## src/rtl/shift_sequencer.sv

```systemverilog
// shift_sequencer
// ---------------------------------------------------------------------------
// Multi-cycle shift/rotate engine for the CPU datapath's 32-bit shifter path.
// An operation is captured on an accepted start, then shifted STEP positions
// per clock until the effective count is used up. done pulses for one cycle
// with the result, and out holds until the next accepted start.
//
// Handshake: start is sampled only on an edge where the FSM is IDLE; a start
// seen in SHIFT or DONE is dropped, never queued. busy (SHIFT or DONE) is
// decoded from state alone so the control unit can stall on it without an
// input-to-output path. done is high exactly one cycle (the DONE state), and
// out is valid whenever done is high and stays stable until the next accepted
// start.
//
// Optional feature: define SHIFT_SEQ_ABORT_EN to add the abort input. abort
// high on an edge in SHIFT or DONE returns the FSM to IDLE without a done
// pulse; out keeps its partial value and the remaining count is cleared.
// abort in IDLE does nothing, so start wins when both are high there.
//
// Parameters:
//   STEP   positions shifted per SHIFT cycle (power of two, 1..16)
//   CNT_W  width of the remaining-count register (must hold 0..32)
//
// Ports:
//   clock       system clock, rising edge
//   reset_n     asynchronous active-low reset
//   start       request pulse, sampled only in IDLE
//   abort       (SHIFT_SEQ_ABORT_EN only) cancel the operation in flight
//   op          000 SHL, 001 SHR, 010 SHRA, 011 ROL, 100 ROR, 101-111 illegal
//   data_in     operand to shift
//   num_shifts  unsigned shift amount
//   busy        high in SHIFT and DONE
//   done        one-cycle completion pulse
//   out         result register
//   illegal_op  sticky flag: last accepted start carried an illegal op
//   state_dbg   current FSM state (0 IDLE, 1 SHIFT, 2 DONE)
// ---------------------------------------------------------------------------
module shift_sequencer #(
  parameter int STEP  = 1,
  parameter int CNT_W = 6
) (
  input  logic        clock,
  input  logic        reset_n,
  input  logic        start,
`ifdef SHIFT_SEQ_ABORT_EN
  input  logic        abort,
`endif
  input  logic [2:0]  op,
  input  logic [31:0] data_in,
  input  logic [31:0] num_shifts,
  output logic        busy,
  output logic        done,
  output logic [31:0] out,
  output logic        illegal_op,
  output logic [1:0]  state_dbg
);

  typedef enum logic [1:0] {
    ST_IDLE  = 2'd0,
    ST_SHIFT = 2'd1,
    ST_DONE  = 2'd2
  } state_t;

  localparam logic [2:0] OP_SHL  = 3'b000;
  localparam logic [2:0] OP_SHR  = 3'b001;
  localparam logic [2:0] OP_SHRA = 3'b010;
  localparam logic [2:0] OP_ROL  = 3'b011;
  localparam logic [2:0] OP_ROR  = 3'b100;

  localparam logic [CNT_W-1:0] STEP_C = CNT_W'(STEP);

  state_t            state;
  state_t            state_nxt;
  logic [CNT_W-1:0]  count;
  logic [2:0]        op_q;
  logic [CNT_W-1:0]  eff_cnt;
  logic [CNT_W-1:0]  shift_k;
  logic [5:0]        sh;
  logic [31:0]       shifted;
  logic              abort_hit;

  // -------------------------------------------------------------------------
  // Effective count of the incoming request. Shifts saturate at 32 (anything
  // larger, including values with upper bits set, produces the same result);
  // rotates only care about the amount modulo 32; illegal ops do nothing.
  // -------------------------------------------------------------------------
  always_comb begin
    eff_cnt = '0;
    case (op)
      OP_SHL, OP_SHR, OP_SHRA: begin
        if (num_shifts >= 32'd32) begin
          eff_cnt = CNT_W'(6'd32);
        end else begin
          eff_cnt = CNT_W'(num_shifts[5:0]);
        end
      end
      OP_ROL, OP_ROR: eff_cnt = CNT_W'(num_shifts[4:0]);
      default:        eff_cnt = '0;
    endcase
  end

  // Positions consumed this SHIFT cycle: the last cycle may be a partial step.
  always_comb begin
    shift_k = count;
    if (count > STEP_C) begin
      shift_k = STEP_C;
    end
  end

  assign sh = 6'(shift_k);

  // One step of the registered operation applied to the current result.
  // sh is never zero in SHIFT, so the rotate complement (32 - sh) stays
  // within 1..31.
  always_comb begin
    shifted = out;
    case (op_q)
      OP_SHL:  shifted = out << sh;
      OP_SHR:  shifted = out >> sh;
      OP_SHRA: shifted = $signed(out) >>> sh;
      OP_ROL:  shifted = (out << sh) | (out >> (6'd32 - sh));
      OP_ROR:  shifted = (out >> sh) | (out << (6'd32 - sh));
      default: shifted = out;
    endcase
  end

`ifdef SHIFT_SEQ_ABORT_EN
  assign abort_hit = abort && (state != ST_IDLE);
`else
  assign abort_hit = 1'b0;
`endif

  // -------------------------------------------------------------------------
  // FSM: state register
  // -------------------------------------------------------------------------
  always_ff @(posedge clock or negedge reset_n) begin
    if (!reset_n) begin
      state <= ST_IDLE;
    end else begin
      state <= state_nxt;
    end
  end

  // FSM: next state
  always_comb begin
    state_nxt = state;
    case (state)
      ST_IDLE: begin
        if (start) begin
          state_nxt = (eff_cnt == '0) ? ST_DONE : ST_SHIFT;
        end
      end
      ST_SHIFT: begin
        if (count <= STEP_C) begin
          state_nxt = ST_DONE;
        end
      end
      ST_DONE:  state_nxt = ST_IDLE;
      default:  state_nxt = ST_IDLE;
    endcase
    if (abort_hit) begin
      state_nxt = ST_IDLE;
    end
  end

  // -------------------------------------------------------------------------
  // Datapath registers. An abort in SHIFT still lets that cycle's step land
  // in out (the partial result reflects every SHIFT cycle that ran) but
  // clears the remaining count.
  // -------------------------------------------------------------------------
  always_ff @(posedge clock or negedge reset_n) begin
    if (!reset_n) begin
      out        <= '0;
      count      <= '0;
      op_q       <= '0;
      illegal_op <= 1'b0;
    end else begin
      case (state)
        ST_IDLE: begin
          if (start) begin
            out        <= data_in;
            op_q       <= op;
            count      <= eff_cnt;
            illegal_op <= (op > OP_ROR);
          end
        end
        ST_SHIFT: begin
          out <= shifted;
          if (abort_hit) begin
            count <= '0;
          end else begin
            count <= count - shift_k;
          end
        end
        default: begin
          if (abort_hit) begin
            count <= '0;
          end
        end
      endcase
    end
  end

  // Status outputs depend on state only.
  assign busy      = (state == ST_SHIFT) || (state == ST_DONE);
  assign done      = (state == ST_DONE);
  assign state_dbg = state;

endmodule

```

## config.mk

```make
export PLATFORM = sky130hd
export DESIGN_NAME = shift_sequencer
export DESIGN_NICKNAME = d
export VERILOG_FILES = /design/src/rtl/shift_sequencer.sv
export SDC_FILE = /design/constraint.sdc
export NUM_CORES = 1
export LEC_CHECK = 0
export ABC_CLOCK_PERIOD_IN_PS = 8300
export BUFFER_PORTS_ARGS = -buffer_cell sky130_fd_sc_hd__buf_2
export CORE_AREA = 2 2 83 85
export CTS_CLUSTER_SIZE = 8
export DETAILED_ROUTE_END_ITERATION = 10
export DIE_AREA = 0 0 85 87
export GPL_TIMING_DRIVEN = 0
export PLACE_DENSITY = 0.93
export SETUP_SLACK_MARGIN = 0.1
export SLEW_MARGIN = 0
export SYNTH_ARGS = -nofsm -noshare
export SYNTH_HDL_FRONTEND = slang
export SYNTH_SLANG_ARGS = --single-unit
```

## constraint.sdc

```tcl
create_clock -name clock -period 8.3 [get_ports clock]
set_clock_uncertainty 0.1 [all_clocks]
set_input_delay 1.66 -clock clock [delete_from_list [all_inputs] [get_ports clock]]
set_output_delay 1.66 -clock clock [all_outputs]
set_load 0.05 [all_outputs]
```

==> results of run 1 <==
-- how the worst min path moves through the flow --
| stage | end | slack (ns) | cells after the start |
|---|---|---|---|
| global route | illegal_op$_DFFE_PN0P_ | 0.42 | 2 |
| global placement | illegal_op$_DFFE_PN0P_ | 0.37 | 2 |
| floorplan | count[4]$_DFFE_PN0P_ | 0.42 | 1 |
| detailed placement | illegal_op$_DFFE_PN0P_ | 0.37 | 2 |
| CTS | illegal_op$_DFFE_PN0P_ | 0.39 | 2 |
| finish | illegal_op$_DFFE_PN0P_ | 0.38 | 2 |
-- routing by layer --
metal	GRT usage (%)	part of all wire [%]	wire length [um]	up-vias
met5	0	0	0	-
met4	14.9	3.4	454	0
met3	6.16	11	1440	54
met2	58.8	47	6260	349
met1	47.2	39	5110	1907
li1	-	-	-	1806
-- flip-flops by register name, indices dropped and copies added (netlist names) --
| signal | count |
|---|---|
| count | 6 |
| illegal_op | 1 |
| out | 32 |
| op_q | 3 |
| state_dbg | 2 |
-- synth_stat cells (all sizes together) (9+ instances only) --
library cell,instances
mux2,19
o21ai,32
a31oi,11
nor4,9
clkbuf,10
a21oi,34
nor2,24
o22ai,18
nor3,11
nand2,29
buf,20
mux2i,17
dfrtp,44
nand3,14
inv,9
-- cell usage in the layout (no fill, tap or decap), types with 9 or more instances in the layout --
| cell | count |
|---|---|
| nor2_1 | 24 |
| clkbuf_1 | 10 |
| a31oi_1 | 11 |
| buf_2 | 120 |
| mux2i_1 | 17 |
| o21ai_0 | 12 |
| dfrtp_1 | 44 |
| o22ai_1 | 18 |
| mux2_2 | 16 |
| a21oi_1 | 32 |
| nor4_1 | 9 |
| o21ai_1 | 17 |
| nand3_1 | 13 |
| nand2_1 | 28 |
-- worst max-delay path: cells and delay by family (launching register included) --
family / cells / cell delay (ns)
buf+inv: 5 / 1.43
compound gates: 2 / 0.36
flops: 1 / 0.47
simple gates: 4 / 1.04
fa+ha+maj: 1 / 0.20
-- where the power goes --
| group | internal [W] | switching [W] | leakage (nW) |
|---|---|---|---|
| clock network | 0.0000987 | 0.0000865 | 0.0614 |
| logic | 0.000554 | 0.00106 | 1.29 |
| registers | 0.000319 | 0.000193 | 0.521 |
-- stage by stage --
stage | hold slack (ns) | worst slack, ns | std cells | cell area, um^2
global placement | 0.374 | 4.76 | 589 | 4130
finish | 0.382 | 4.60 | 597 | 4250
floorplan | 0.422 | 5.21 | 403 | 3500
CTS | 0.391 | 4.73 | 597 | 4250
detailed placement | 0.370 | 4.76 | 589 | 4130
global route | 0.423 | 4.46 | 597 | 4250
-- logic make-up (layout without fill, tap and decap cells) --
group	count (synthesis)	after routing	share of synthesized area, %
AOI/OAI and AO/OA	154	154	29.8
and+or+nand+nor	119	119	18.5
DFF	44	44	31.5
buffers and inverters	40	154	5.58
muxes	38	38	12.3
adders and majority gates	5	5	1.79
xor gates and xnor gates	2	2	0.500
other	1	1	0.107
-- layout make-up --
class                      instances  area, um^2  share of cell area, %
sequential                        44        1100                   25.9
buffer                            30         156                   3.68
timing repair buffer             106         531                   12.5
clock buffer                       6        82.6                   1.94
tap                               80         100                   2.35
inverter                          10        38.8                  0.912
clock inverter                     2        38.8                  0.912
multi-input combinational        319        2200                   51.8
==> impl_results.md, run 1 <==
- Power density cells: ~540 nW/um^2
- Netlist cell types: between 60 and 70
- Register bit total from synthesis: 44
- Die W: 85 um
- Critical path launch point type: flop
- Max VDD drop: 0.323 mV
- Post-synth EDFFs: 0
- Vias in the first global route: roughly 3,800
- Die area: between 7000 and 8000 um^2
- Clock Latency Late Sink: 0.31 ns
- CP startpoint: count[2]$_DFFE_PN0P_
- Drt total wl: between 10,000 and 15,000 um
- Hold Path Class: reg -> reg
- Pleak: 1.88 nW
- DR DRC count: 0
- F_max: about 270 MHz
- Post-DP HPWL: a little under 10,000 um
- Crit Path Class: reg -> reg
- Tcrit/Tclk final: between 40% and 50%
- Final Total Pwr: between 0.002 and 0.0025 W
- Min cycle time layout: between 3 and 4 ns
- Initial antenna violation count: 0
- Leading area contributor after synthesis: dfrtp_1
- Drt via density: about 6.9
- Largest net degree at the start of global routing: 45
- Core box area: about 6600 um^2
- All-layer global routing usage: between 30% and 40%
- CP peak stage delay: just under 0.5 ns
- Maximum root-to-sink buffer count: 2
- Finished Core Util: 64.7%
- DR iter-0 viols: roughly 480
- Critical path's slowest cell: clkbuf_1
- CTS H-tree depth: 2
- Final hold vios: 0
- R2R Setup Slk: 4.60 ns
- Total CTS buffers: 5
- Worst R2R Start: count[2]$_DFFE_PN0P_
- Max Fanout on Critical Path: 10
- Endpoint class of the critical path: flop
- Post-CTS setup buffer count: 0
- Synth Warn #: 0
- Max-capacitance violation count: 0
- CTS tree: done
- Outcome: completed
- Hold buffer count at cts: 0
- # IOs: ~110
- End of the worst register-to-register path: out[29]$_DFFE_PN0P_
- Final Max Slew Viols: 0
- Rows: 30
- Avg WL per Cell: approximately 22 um
- Synthesized area per cell: 8.69 um^2
- Post-Syn Nets: approximately 480
- GRT Residual Overflow: 0
- Fillers: 602
- Slew margin rel.: between 30% and 40%
- Share of post-route cells with drive strength above 1: ~33%
- Mapped Area: about 3500 um^2
- First-pass GRT wire length: between 20,000 and 25,000 um
- Net count, final: around 590
- RSZ-0062 raised after global routing: false
- Syn Inst Count: between 400 and 500
- CTS Sinks: 44
- Initial Util: 53.3%
- Hold_sp: illegal_op$_DFFE_PN0P_
- Setup Viol. Count Final: 0
- IO buf count: between 100 and 150
- Async S/R FF share, synth: between 90% and 100%
- WP data required: 8.42 ns
- Routability cong.: approximately 1.0
- Worst EP arrival: between 3 and 4 ns
- Synth top area share: a little under a third
- Ant diodes: 0
- Synth-to-Final Area Change: 21.5%
- Via count: 4,116
- Primary FF master, synth: dfrtp_1
- Main area contributors after synthesis: dfrtp_1 31%, mux2_2 5.1%, mux2i_1 4.9%
- Post-synthesis sequential area ratio: a little under a third
- Chip Height: a little under 90 um
- Most frequent CP cell: clkbuf_1
- R2R depth: 12
- CTS resizes: 0
- TritonRoute pass-1 iters: 5
- Antenna-violating nets left: 0
- Clock root buffer: clkbuf_8
- Worst-margin pin slew: approximately 1.0 ns
- CP cell instances: nor3_2 -> nand2_2 -> clkinv_2 -> buf_6 -> buf_2 -> ha_1 -> clkbuf_1 -> clkbuf_1 -> nor2_1 -> nor3_1 -> a21oi_1 -> o221ai_1
- Worst setup path end: out[29]$_DFFE_PN0P_
- Clock transition at path regs: 0.09 ns
- TNS Setup: 0 ns
Note: power is estimated with default switching activity, not from simulation.
==> inputs of run 2 (changes only) <==
--- a/config.mk
+++ b/config.mk
@@ -5,14 +5,14 @@
 export SDC_FILE = /design/constraint.sdc
 export NUM_CORES = 1
 export LEC_CHECK = 0
-export ABC_CLOCK_PERIOD_IN_PS = 8300
+export ABC_CLOCK_PERIOD_IN_PS = 3500
 export BUFFER_PORTS_ARGS = -buffer_cell sky130_fd_sc_hd__buf_2
-export CORE_AREA = 2 2 83 85
+export CORE_AREA = 2 2 86 88
 export CTS_CLUSTER_SIZE = 8
 export DETAILED_ROUTE_END_ITERATION = 10
-export DIE_AREA = 0 0 85 87
+export DIE_AREA = 0 0 88 90
 export GPL_TIMING_DRIVEN = 0
-export PLACE_DENSITY = 0.93
+export PLACE_DENSITY = 0.88
 export SETUP_SLACK_MARGIN = 0.1
 export SLEW_MARGIN = 0
 export SYNTH_ARGS = -nofsm -noshare
==> constraint.sdc (replaced) <==
create_clock -name clock -period 3.5 [get_ports clock]
set_clock_uncertainty 0.1 [all_clocks]
set_input_delay 0.7 -clock clock [delete_from_list [all_inputs] [get_ports clock]]
set_output_delay 0.7 -clock clock [all_outputs]
set_load 0.05 [all_outputs]
==> run 2 against run 1 <==
  * Sequential share of layout area fell by 0.14 points
  * Maximum frequency rose by 15%
  * Global-route usage fell by 0.47 points
  * Via count fell by 1.1%
  * First-iteration DRC count rose by 15%
  * Final area rose by 0.53%
  * Die area rose by 7.1%
  * Setup slack got worse by 4.3 ns
  * Critical path type unchanged
  * Largest power group unchanged
==> impl_results.md, run 2 (same netlist as run 1, synthesis figures left out) <==
- Switching share of total power: between 50% and 60%
- DR iter-0 viols: 547
- Final hold vios: 0
- Total CTS buffers: 5
- Setup slack after layout: just under 0.3 ns
- Critical path launch point type: flop
- Reg with most FFs: out
- CTS Sinks: 44
- Largest regs: out (32), count (6), op_q (3)
- # IOs: between 100 and 150
- Clock Latency Late Sink: ~0.31 ns
- Setup Viol. Count Final: 0
- IO buf count: 106
- Combinational fraction of design power: between 70% and 80%
- Ant diodes: 0
- Worst EP arrival: 3.36 ns
- Avg WL per Cell: approximately 22 um
- CTS H-tree depth: 2
- Drt total wl: 13,800 um
- Antenna-violating nets left: 0
- CTS tree: done
- Initial Util: around 50%
- Tcrit/Tclk final: roughly 92%
- F_max: ~310 MHz
- All-layer global routing usage: between 30% and 40%
- Max reg flops: 32
- Clock root buffer: clkbuf_8
- Routability cong.: 1.01
- Drt via density: between 6 and 7
- CP cell instances: nor3_4 -> nand2_2 -> clkinv_2 -> buf_6 -> buf_2 -> ha_1 -> clkbuf_2 -> clkbuf_2 -> nand2_1 -> a31oi_1 -> o22ai_1 -> a21oi_1
- Die W: slightly below 90 um
- Internal power: 0.00226 W
- Maximum root-to-sink buffer count: 2
- Chip Height: roughly 90 um
- Slew margin rel.: approximately 27%
- Initial antenna violation count: 0
- Most common cell after layout, fill and taps aside: buf_2
- Top delay family on crit path: buffers and inverters
- Power density cells: ~1300 nW/um^2
- Outcome: completed
- Max Fanout on Critical Path: 10
- Synth-to-Final Area Change: 22.1%
- Sequential share of power: ~22%
- Critical path's slowest cell: dfrtp_1
- Hold buffer count at cts: 0
- TNS Setup: 0 ns
- Critical path buffers and inverters: 5
- GRT Residual Overflow: 0
- Max-capacitance violation count: 0
- WP data required: about 3.7 ns
- TritonRoute pass-1 iters: 5
- Via count: a little over 4,000
- Core box area: between 7000 and 8000 um^2
- Most frequent cells in the layout: 120 x buf_2, 44 x dfrtp_1, 32 x a21oi_1
- Max VDD drop: approximately 0.53 mV
- Crit Path Class: reg -> reg
- Largest net degree at the start of global routing: 45
- Hold Path Class: reg -> reg
- Pleak: 1.88 nW
- Endpoint class of the critical path: flop
- Most frequent CP cell: clkbuf_2
- Min cycle time layout: between 3 and 4 ns
- Finished Cell Area: about 4300 um^2
- Clock transition at path regs: 0.10 ns
- Clock Power Share: 6.7%
- Die area: a little under 8000 um^2
- Share of post-route cells with drive strength above 1: 33.5%
- Final Max Slew Viols: 0
- Final hold slack: ~0.40 ns
- Worst slack, placed: -0.126 ns
- First-pass GRT wire length: between 20,000 and 25,000 um
- Worst-margin pin slew: 1.09 ns
- Final Total Pwr: 0.00548 W
- Post-DP HPWL: 9940 um
- Net count, final: a little under 600
- Rows: 31
- CP peak stage delay: 0.46 ns
- Placement Cell Area: around 4200 um^2
- Sw power: around 0.0032 W
- DR DRC count: 0
- Vias in the first global route: around 4,000
- RSZ-0062 raised after global routing: false
## run 2: changes by cell type in the layout (fill, tap and decap cells not counted)
cell / delta
clkbuf_2: +4
clkbuf_1: -3
buf_4: +2
bufinv_16: -1
clkinv_4: -1
clkinvlp_4: +1
nor3_2: -1
nor3_4: +1
## run 2: repair_timing
item | in CTS | in global routing
pin swaps | 0 | 2
endpoints found under the setup margin | 17 | 8
hold endpoints to repair | 0 | 0
gates resized for setup | 3 | 3
buffers inserted | 0 | 2
## run 2: metrics by stage
step	util (%)	cells
2_1_floorplan	-	403
3_3_place_gp	59.2	608
3_5_place_dp	59.2	608
4_1_cts	60.6	616
5_1_grt	60.9	618
6_report	60.9	618
## run 2: per-layer routing
| metal | up-vias | wire length (um) | share of wire [%] | track usage (%) |
|---|---|---|---|---|
| met5 | - | 0 | 0 | 0 |
| met4 | 0 | 377 | 2.7 | 12.2 |
| met3 | 38 | 1440 | 10 | 7.71 |
| met2 | 316 | 6600 | 48 | 56.3 |
| met1 | 1913 | 5430 | 39 | 47.3 |
| li1 | 1805 | - | - | - |
## run 2: area by class of cell
class / count / area (um^2)
multi-input combinational: 319 / 2210
inverter: 10 / 38.8
buffer: 30 / 161
timing repair buffer: 108 / 546
clock inverter: 1 / 7.51
fill: 629 / 2750
sequential: 44 / 1100
clock buffer: 7 / 86.3
tap: 99 / 124
## run 2: path summary, 6_finish.rpt
| kind | startpoint | end | slack (ns) | cells past startpoint |
|---|---|---|---|---|
| setup / recovery | count[3]$_DFFE_PN0P_ | out[7]$_DFFE_PN0P_ | 0.29 | 12 |
| hold reg to reg | illegal_op$_DFFE_PN0P_ | illegal_op$_DFFE_PN0P_ | 0.40 | 2 |
| max in group asynchronous | reset_n | out[4]$_DFFE_PN0P_ | 2.15 | 1 |
| min in group asynchronous | reset_n | count[0]$_DFFE_PN0P_ | 0.49 | 1 |
| hold / removal | illegal_op$_DFFE_PN0P_ | illegal_op$_DFFE_PN0P_ | 0.40 | 2 |
| setup reg to reg | count[3]$_DFFE_PN0P_ | out[7]$_DFFE_PN0P_ | 0.29 | 12 |
## run 2: power groups by stage
stage	sequential, W	clock, W	combinational (W)
2_1_floorplan	0.00173	0	0.00218
3_3_place_gp	0.00118	0	0.00373
3_5_place_dp	0.00119	0	0.00378
4_1_cts	0.00119	0.000362	0.00379
5_1_grt	0.00124	0.000378	0.00413
6_report	0.00122	0.000366	0.00390
## run 2: worst reg2reg max path: stages, from the launching register on
cell,delay (ns)
dfrtp_1,0.46
nor3_4,0.33
nand2_2,0.18
clkinv_2,0.12
buf_6,0.15
buf_2,0.26
ha_1,0.21
clkbuf_2,0.25
clkbuf_2,0.33
nand2_1,0.14
a31oi_1,0.33
o22ai_1,0.14
a21oi_1,0.15
==> inputs of run 3 (changes only) <==
--- a/config.mk
+++ b/config.mk
@@ -5,14 +5,15 @@
 export SDC_FILE = /design/constraint.sdc
 export NUM_CORES = 1
 export LEC_CHECK = 0
+export ABC_AREA = 1
 export ABC_CLOCK_PERIOD_IN_PS = 3500
 export BUFFER_PORTS_ARGS = -buffer_cell sky130_fd_sc_hd__buf_2
-export CORE_AREA = 2 2 86 88
+export CORE_AREA = 2 2 91 93
 export CTS_CLUSTER_SIZE = 8
 export DETAILED_ROUTE_END_ITERATION = 10
-export DIE_AREA = 0 0 88 90
+export DIE_AREA = 0 0 93 95
 export GPL_TIMING_DRIVEN = 0
-export PLACE_DENSITY = 0.88
+export PLACE_DENSITY = 0.89
 export SETUP_SLACK_MARGIN = 0.1
 export SLEW_MARGIN = 0
 export SYNTH_ARGS = -nofsm -noshare
==> run 3 against run 2 <==
  * Routed wire length is 20% higher
  * Non-clock buffer count is 1 higher
  * Die area is 12% higher
  * Maximum frequency is 1.6% lower
  * Critical endpoint is now out[20]$_DFFE_PN0P_
  * Register-to-register slack worse by 0.05 ns
  * Final area is 14% higher
  * Setup slack worse by 0.051 ns
  * Critical path depth is 1 higher
  * Clock-buffer cell count is 1 lower
  * Synthesized area is 17% higher
==> impl_results.md, run 3 <==
- Worst R2R Start: count[1]$_DFFE_PN0P_
- Outcome: completed
- Worst EP arrival: ~3.4 ns
- FF/Latch Area: around 1100 um^2
- Primary FF master, synth: dfrtp_1
- CTS Sinks: 44
- Async S/R FF share, synth: 100%
- Total CTS buffers: 5
- GRT Residual Overflow: 0
- Critical path's slowest cell: dfrtp_1
- Largest regs: out (32), count (6), op_q (3)
- CP peak stage delay: 0.46 ns
- TNS Setup: 0 ns
- Hold Path Class: reg -> reg
- Post-synth EDFFs: 0
- Largest net degree at the start of global routing: 45
- CTS resizes: 0
- Post-CTS setup buffer count: 0
- CTS H-tree depth: 2
- IO buf count: between 100 and 150
- Avg WL per Cell: 18.2 um
- F_max: between 300 and 400 MHz
- Net count, final: approximately 880
- Mux cell area share after synthesis: 0%
- Die W: 93 um
- Worst-margin pin slew: between 1 and 1.5 ns
- Via count: ~5,300
- Core box area: approximately 7900 um^2
- R2R Setup Slk: 0.24 ns
- Finished Cell Area: around 4900 um^2
- Ant diodes: 0
- Critical path buffers and inverters: 4
- WP data required: around 3.6 ns
- Synthesized area per cell: about 5.9 um^2
- Min cycle time layout: around 3.3 ns
- CP Depth: 13
- Register bit total from synthesis: 44
- Final hold vios: 0
- RSZ-0062 raised after global routing: false
- Synth Warn #: 0
- Worst setup path end: out[20]$_DFFE_PN0P_
- Post-DP HPWL: approximately 13,000 um
- Netlist cell types: 41
- # IOs: 107
- Slew margin rel.: about 29%
- Mapped Area: 4100 um^2
- Top delay family on crit path: simple AND/OR/NAND/NOR gates
- CTS tree: done
- Synth top area share: a little over a quarter
- Synth Area in XOR/XNOR: 0.427%
- Share of post-route cells with drive strength above 1: between 10% and 20%
- Most common cell after layout, fill and taps aside: nand2_1
- Clock root buffer: clkbuf_8
- Clock transition at path regs: 0.10 ns
- Chip Height: roughly 95 um
- Maximum root-to-sink buffer count: 2
- CP startpoint: count[1]$_DFFE_PN0P_
- Crit Path Class: reg -> reg
- Max-capacitance violation count: 0
- Initial antenna violation count: 0
- Max reg flops: 32
- All-layer global routing usage: 38.1%
- Most frequent cells in the layout: 236 x nand2_1, 115 x buf_2, 84 x nand3_1
- DR DRC count: 0
- Clock Latency Late Sink: 0.31 ns
- Area of the multi-input gates: 2580 um^2
- First-pass GRT wire length: about 26,000 um
- Final Max Slew Viols: 0
- Main area contributors after synthesis: dfrtp_1 27%, nand2_1 22%, nand3_1 10%
- Simple-gate area share of the yosys netlist: about 43%
- CP cell instances: nor2_4 -> nand3_4 -> inv_4 -> buf_4 -> ha_1 -> clkbuf_2 -> nand2_4 -> nor2_4 -> buf_4 -> nand3_1 -> nand3_1 -> nand2_1 -> a21oi_1
- Vias in the first global route: approximately 5,100
- End of the worst register-to-register path: out[20]$_DFFE_PN0P_
- Adder-cell share of the synthesized area: under 10%
- Leading area contributor after synthesis: dfrtp_1
- Post-Syn Nets: between 700 and 800
- Rows: 33
- Placement Cell Area: ~4800 um^2
- Endpoint class of the critical path: flop
- Drt total wl: roughly 17,000 um
- Synth top cells by count: 236 x nand2_1, 84 x nand3_1, 65 x nor2_1, 60 x inv_1, 45 x a21oi_1
- Tcrit/Tclk final: 93.1%
- Die area: slightly below 9000 um^2
- Post-synthesis compound-gate area fraction: roughly 17%
- R2R depth: 13
- Fillers: 856
- Max Fanout on Critical Path: 10
- Drt via density: roughly 5.8
- Largest family of logic cells by synthesized area: simple AND/OR/NAND/NOR gates
- Most common cell in the synthesized netlist: nand2_1
- Routability cong.: 1.06
- Syn Inst Count: around 690
- Post-synthesis sequential area ratio: 26.9%
- DR iter-0 viols: 588
- Hold buffer count at cts: 0
- Antenna-violating nets left: 0
- Critical path launch point type: flop
- Reg with most FFs: out
- Synth-to-Final Area Change: 18.8%
- TritonRoute pass-1 iters: 5
- Setup Viol. Count Final: 0
- Initial Util: about half
run 3: cell types whose count changed after synthesis, moves of 8 or more:
cell | before | now
nand3_1 | 13 | 84
nor2_1 | 24 | 65
a21oi_1 | 32 | 45
nand2_1 | 28 | 236
inv_1 | 8 | 60
o21ai_0 | 12 | 33
a32oi_1 | 8 | 0
nand2_2 | 1 | 13
nor4_1 | 9 | 0
a221oi_1 | 8 | 0
mux2_2 | 16 | 0
o22ai_1 | 18 | 5
mux2i_1 | 17 | 0
run 3: area by class of cell:
cell class / count / share of cell area (%)
multi-input cells: 551 / 53.0
flip-flops and latches: 44 / 22.6
repair buffers: 106 / 10.9
inverters: 65 / 5.14
plain buffers: 33 / 3.72
well taps: 105 / 2.70
clock buffers: 6 / 1.69
clock inverters: 2 / 0.308
run 3: metrics by stage:
step                setup slack, ns  hold WS, ns  utilization [%]  cells
floorplan                     0.989        0.304                -    693
global placement              0.139        0.368             60.1    904
detailed placement            0.125        0.374             60.1    904
CTS                           0.116        0.397             61.3    912
global route                  0.131        0.438             61.5    912
finish                        0.240        0.392             61.5    912
run 3: worst register-to-register path: stages, from the launching register on:
cell and delay [ns]:
dfrtp_1 0.46, nor2_4 0.29, nand3_4 0.23, inv_4 0.17, buf_4 0.23, ha_1 0.25
clkbuf_2 0.31, nand2_4 0.14, nor2_4 0.26, buf_4 0.26, nand3_1 0.16, nand3_1 0.11
nand2_1 0.06, a21oi_1 0.16
run 3: cell families after synthesis:
group	after synthesis
adders and majority gates	5
xor gates and xnor gates	2
buffers and inverters	98
other	1
DFF	44
and+or+nand+nor	417
AOI/OAI and AO/OA	126
run 3: worst min path at each step:
stage	startpoint	endpoint	slack (ns)	depth (start not counted)
finish	illegal_op$_DFFE_PN0P_	illegal_op$_DFFE_PN0P_	0.39	2
global route	illegal_op$_DFFE_PN0P_	illegal_op$_DFFE_PN0P_	0.44	2
CTS	illegal_op$_DFFE_PN0P_	illegal_op$_DFFE_PN0P_	0.40	2
detailed placement	illegal_op$_DFFE_PN0P_	illegal_op$_DFFE_PN0P_	0.37	2
global placement	illegal_op$_DFFE_PN0P_	illegal_op$_DFFE_PN0P_	0.37	2
floorplan	reset_n	count[0]$_DFFE_PN0P_	0.30	0
run 3: metal layers:
metal | vias up | wire, um | global-route usage (%)
li1 | 2492 | - | -
met1 | 2352 | 6330 | 46.0
met2 | 372 | 7650 | 64.5
met3 | 72 | 1770 | 8.22
met4 | 0 | 811 | 18.4
met5 | - | 0 | 0
Power of run 3 is not shown: default switching activity piles up to over one toggle a cycle in this logic, so the estimate is an artifact.
